==> src/rtl/if_fetch_stage.sv <==
// Instruction-fetch stage: owns the PC, issues one imem request at a time over a
// valid/ready handshake, and fills the IF/ID register consumed by decode.
module if_fetch_stage #(
   parameter int                         WORD_BITWIDTH = 32,
   parameter int                         ADDR_BITWIDTH = 32,
   parameter logic [ADDR_BITWIDTH-1:0]   RESET_PC      = 32'h00000000,
   parameter int                         PC_STEP       = 4,
   parameter logic [WORD_BITWIDTH-1:0]   NOP_INST      = 32'h00000013
) (
   input  logic                      clk,
   input  logic                      rst,
   output logic                      imem_req_valid,
   input  logic                      imem_req_ready,
   output logic [ADDR_BITWIDTH-1:0]  imem_addr,
   input  logic                      imem_resp_valid,
   output logic                      imem_resp_ready,
   input  logic [WORD_BITWIDTH-1:0]  imem_resp_data,
   input  logic                      id_stall,
   input  logic                      branch_taken,
   input  logic [ADDR_BITWIDTH-1:0]  branch_target,
   output logic                      if_id_valid,
   output logic [WORD_BITWIDTH-1:0]  if_id_instruction,
   output logic [ADDR_BITWIDTH-1:0]  if_id_pc
);

   typedef enum logic {
      ST_REQ,
      ST_WAIT
   } state_t;

   state_t                     state;
   state_t                     next_state;
   logic [ADDR_BITWIDTH-1:0]   pc;
   logic                       kill;

   logic                       req_fire;
   logic                       resp_fire;
   logic                       load;
   logic                       outstanding_after;
   logic [ADDR_BITWIDTH-1:0]   target_aligned;

   // A response is taken whenever the handshake completes; whether it is kept is decided by kill/redirect.
   assign req_fire          = imem_req_valid & imem_req_ready;
   assign resp_fire         = (state == ST_WAIT) & imem_resp_valid & imem_resp_ready;
   assign load              = resp_fire & ~kill & ~branch_taken;
   assign outstanding_after = ((state == ST_WAIT) & ~resp_fire) | req_fire;
   assign target_aligned    = branch_target & ~ADDR_BITWIDTH'(3);

   always_ff @(posedge clk) begin
      if (rst) begin
         state <= ST_REQ;
      end else begin
         state <= next_state;
      end
   end

   always_comb begin
      next_state = state;
      if (branch_taken) begin
         next_state = outstanding_after ? ST_WAIT : ST_REQ;
      end else begin
         case (state)
            ST_REQ:  if (imem_req_ready) next_state = ST_WAIT;
            ST_WAIT: if (resp_fire)      next_state = ST_REQ;
            default: next_state = ST_REQ;
         endcase
      end
   end

   always_comb begin
      imem_req_valid  = (state == ST_REQ);
      imem_resp_ready = (state == ST_WAIT) & (kill | ~if_id_valid | ~id_stall);
      imem_addr       = pc;
   end

   // kill marks the single in-flight response that belongs to the pre-redirect path.
   always_ff @(posedge clk) begin
      if (rst) begin
         kill <= 1'b0;
      end else if (branch_taken) begin
         kill <= outstanding_after;
      end else if (resp_fire && kill) begin
         kill <= 1'b0;
      end
   end

   always_ff @(posedge clk) begin
      if (rst) begin
         pc <= RESET_PC;
      end else if (branch_taken) begin
         pc <= target_aligned;
      end else if (load) begin
         pc <= pc + ADDR_BITWIDTH'(PC_STEP);
      end
   end

   // Redirect flushes, a kept response loads, otherwise decode drains the register unless stalled.
   always_ff @(posedge clk) begin
      if (rst) begin
         if_id_valid       <= 1'b0;
         if_id_instruction <= NOP_INST;
         if_id_pc          <= RESET_PC;
      end else if (branch_taken) begin
         if_id_valid       <= 1'b0;
         if_id_instruction <= NOP_INST;
      end else if (load) begin
         if_id_valid       <= 1'b1;
         if_id_instruction <= imem_resp_data;
         if_id_pc          <= pc;
      end else if (if_id_valid && !id_stall) begin
         if_id_valid       <= 1'b0;
         if_id_instruction <= NOP_INST;
      end
   end

endmodule

==> config.mk <==
export PLATFORM = sky130hd
export DESIGN_NAME = if_fetch_stage
export DESIGN_NICKNAME = d
export VERILOG_FILES = /design/src/rtl/if_fetch_stage.sv
export SDC_FILE = /design/constraint.sdc
export NUM_CORES = 1
export LEC_CHECK = 0
export BUFFER_PORTS_ARGS = -buffer_cell sky130_fd_sc_hd__buf_2
export CORE_ASPECT_RATIO = 1.75
export CORE_UTILIZATION = 43
export DETAILED_ROUTE_END_ITERATION = 8
export HOLD_SLACK_MARGIN = 0.05
export PLACE_DENSITY_LB_ADDON = 0.15
export SYNTH_ARGS = -nofsm -noshare
export SYNTH_HDL_FRONTEND = slang
export SYNTH_SLANG_ARGS = --single-unit
==> constraint.sdc <==
create_clock -name clk -period 2 [get_ports clk]
set_input_delay 0 -clock clk [delete_from_list [all_inputs] [get_ports clk]]
set_output_delay 0 -clock clk [all_outputs]
set_load 0.005 [all_outputs]
==> results.cfg <==
[logic_synthesis]
async_reset_ff_share_pct = 0
synth_seq_area_share_pct = 46.5
synth_top_family_by_area = simple AND/OR/NAND/NOR gates
syn_area_um2 = 4090
synth_area_per_cell_um2 = 8.19
synthAdderAreaFrac_pct = 0.306
synth_xor_area_share_pct = 1.07
yosysMostFrequentCell = dfxtp_1
synth_compound_area_share_pct = 21.1
ys_seq_elements = 95
netlist.area_leader.share_pct = 46.5
synthMuxAreaShare_pct = 0
netlist_top_cells_count = 95 x dfxtp_1, 80 x nand2_1, 64 x nor2_1
yosys.area_share.simple_pct = 25.6
yosys-top-cells-area = dfxtp_1 46%, nand2_1 7.3%, nor2_1 5.9%, a22oi_1 5.3%, a21oi_1 4.2%
ys.flop_type = dfxtp_1
synth_warnings = 0
synth-edff-count = 0
synth_cell_types = 46
syn_inst = 500
yosys.area.top_type = dfxtp_1

[clock_tree]
cts_tree = built
path_clk_slew_ns = 0.07
clk_path_buf_depth = 2
htreeDepth = 3
cts_root_buffer = clkbuf_16
cts_num_sinks = 95
cts_buffers = 9
worstSkewPairLatency_ns = 0.34

[sta]
fin_crit_ns = 1.98
fin_skew_ns = 0.00565
slew_viol_final = 0
setup_viol_count_final = 0
fmax_ghz = 0.505
rsz0062_at_grt = yes
slew_headroom_pct = 61.6
fin_ws_ns = 0.0196
period_share_pct = 99.0
hold_viol = 0
hold_slack_ns = 0.0621
worst_pin_slew_ns = 0.576

[power_and_ir_drop]
switching_share_pct = 24.6
power_leakage_uw = 0.00268
fin_total_pwr_uw = 4370
p_per_area_nw_per_um2 = 689
comb_power_share_pct = 13.6
seqPwrFrac_pct = 46.0
p_sw_uw = 1080
irDropWorstVdd_uv = 500
pwr-share-clk_pct = 40.5
p_int_uw = 3300

[critical_path]
cp_max_fo = 6
critPathSlowestCell = or4_4
cp-start-kind = register
crit_type = register to register
arrival_ns = 2.23
cp-end-kind = register
critical_path_required_ns = 2.25
max_stage_delay_ns = 0.50
path_cells = a21o_1 > or4_4 > buf_6 > or4_1 > a311oi_1

[global_route]
grt_max_degree = 36
grt_usage_pct = 27.9
grt_pass1_wl_um = 21100
grt_overflow = 0
antenna_found_initial = 0
grt_pass1_vias = 4601

[placed_design]
dp_hpwl_um = 9280
placed_area_um2 = 5270
pre_cts_ws_ns = -0.0466
globalplace.congestion = 0.830
io_buffers = 162

[cells_and_area]
area.sequential_um2 = 1920
multi_input_comb_area_um2 = 2070
n_antenna_cell = 0
nets = 822
fillers = 744
syn2layout_area_growth_pct = 55.0
final_util_pct = 69.3
design_area_um2 = 6350
drive_gt1_share_pct = 35.3

[floorplanning]
die-height_um = 131
io_pins = 169
coreArea_um2 = 9150
rows = 46
dieArea_um2 = 9930
die-width_um = 75.8
start_util_pct = 44.7

[route]
drt-total-wl_um = 13700
antenna_left = 0
drtIter0Drc = 278
drc = 0
drtPass1Iterations = 5
viasPerCell = 5.37
wire_per_inst_um = 15.6
vias = 4705

[run_status]
status = finished, final reports clean

[min_path]
hold_class = input pin to register

[flow_run]
max-cap-violations = 0
## per-stage QoR
stage | TNS, ns | instances
2_1_floorplan | -0.00360 | 503
5_1_grt | -0.336 | 876
6_report | 0 | 876
4_1_cts | 0 | 868
3_5_place_dp | -0.0812 | 789
3_3_place_gp | 0 | 789
## flip-flops by register name, summed over array words and instances (netlist names)
signal,count
if_id_instruction,32
if_id_pc,30
if_id_valid,1
imem_addr,30
kill,1
state,1
## worst max-delay path, delay by kind of cell (launching register included)
kind                   cells  cell delay, ns
buffers and inverters      1            0.15
AND/OR/NAND/NOR            2            0.99
AO/OA/AOI/OAI              2            0.43
flip-flops                 1            0.33
## power groups by stage
stage,Sequential [uW],Clock (uW),Combinational [uW]
2_1_floorplan,2070,0,205
3_3_place_gp,2050,0,472
3_5_place_dp,2050,0,481
4_1_cts,2010,1800,578
5_1_grt,2020,1870,652
6_report,2010,1770,594
## cells by family after synthesis
logic type / count (synthesis)
adder cells (fa/ha/maj): 1
XOR/XNOR: 5
buffers and inverters: 53
other: 1
flip-flops: 95
AND/OR/NAND/NOR: 220
AO/OA/AOI/OAI: 125
## layout by cell type, fill, tap and decap left out, drive strengths merged, types with 6 or more instances in the layout
cell type / instances
or4: 15
nand4: 12
o21ai: 7
a211oi: 6
a311oi: 18
dfxtp: 95
nand2: 80
buf: 218
a22oi: 29
or3: 9
inv: 11
nor2: 64
clkbuf: 11
o31ai: 13
dlygate4sd3: 61
a21oi: 34
o31a: 7
nand3: 14
## layout make-up
class	count	share of cell area, %
Multi-Input combinational cell	355	32.6
Sequential cell	95	30.3
Timing Repair Buffer	279	29.2
Clock buffer	11	3.98
Tap cell	120	2.37
Clock inverter	5	0.887
Inverter	11	0.651
## metal layers
layer | vias to the layer above | GRT usage [%] | part of all wire, %
met4 | 0 | 10.9 | 1.8
met1 | 2227 | 29.1 | 38
met2 | 166 | 52.0 | 56
met5 | - | 0 | 0
met3 | 16 | 6.42 | 5.0
li1 | 2296 | - | -
## final timing paths
path,slack (ns),from,end,depth (start not counted)
setup / recovery,0.02,if_id_valid$_SDFFE_PP0P_,imem_addr[18]$_SDFFE_PP0P_,5
hold / removal,0.06,id_stall,if_id_valid$_SDFFE_PP0P_,3
setup reg to reg,0.02,if_id_valid$_SDFFE_PP0P_,imem_addr[18]$_SDFFE_PP0P_,5
hold reg to reg,0.45,if_id_pc[20]$_SDFFE_PP0P_,if_id_pc[20]$_SDFFE_PP0P_,2
## timing repair
action | in CTS | in global routing
cloned | 1 | 0
endpoints found under the hold margin | 62 | 0
gates resized for setup | 6 | 18
hold buffers | 61 | 0
endpoints found under the setup margin | 7 | 45
setup buffers | 1 | 8
pin swaps | 2 | 10
Power figures use the tool's default switching activity.
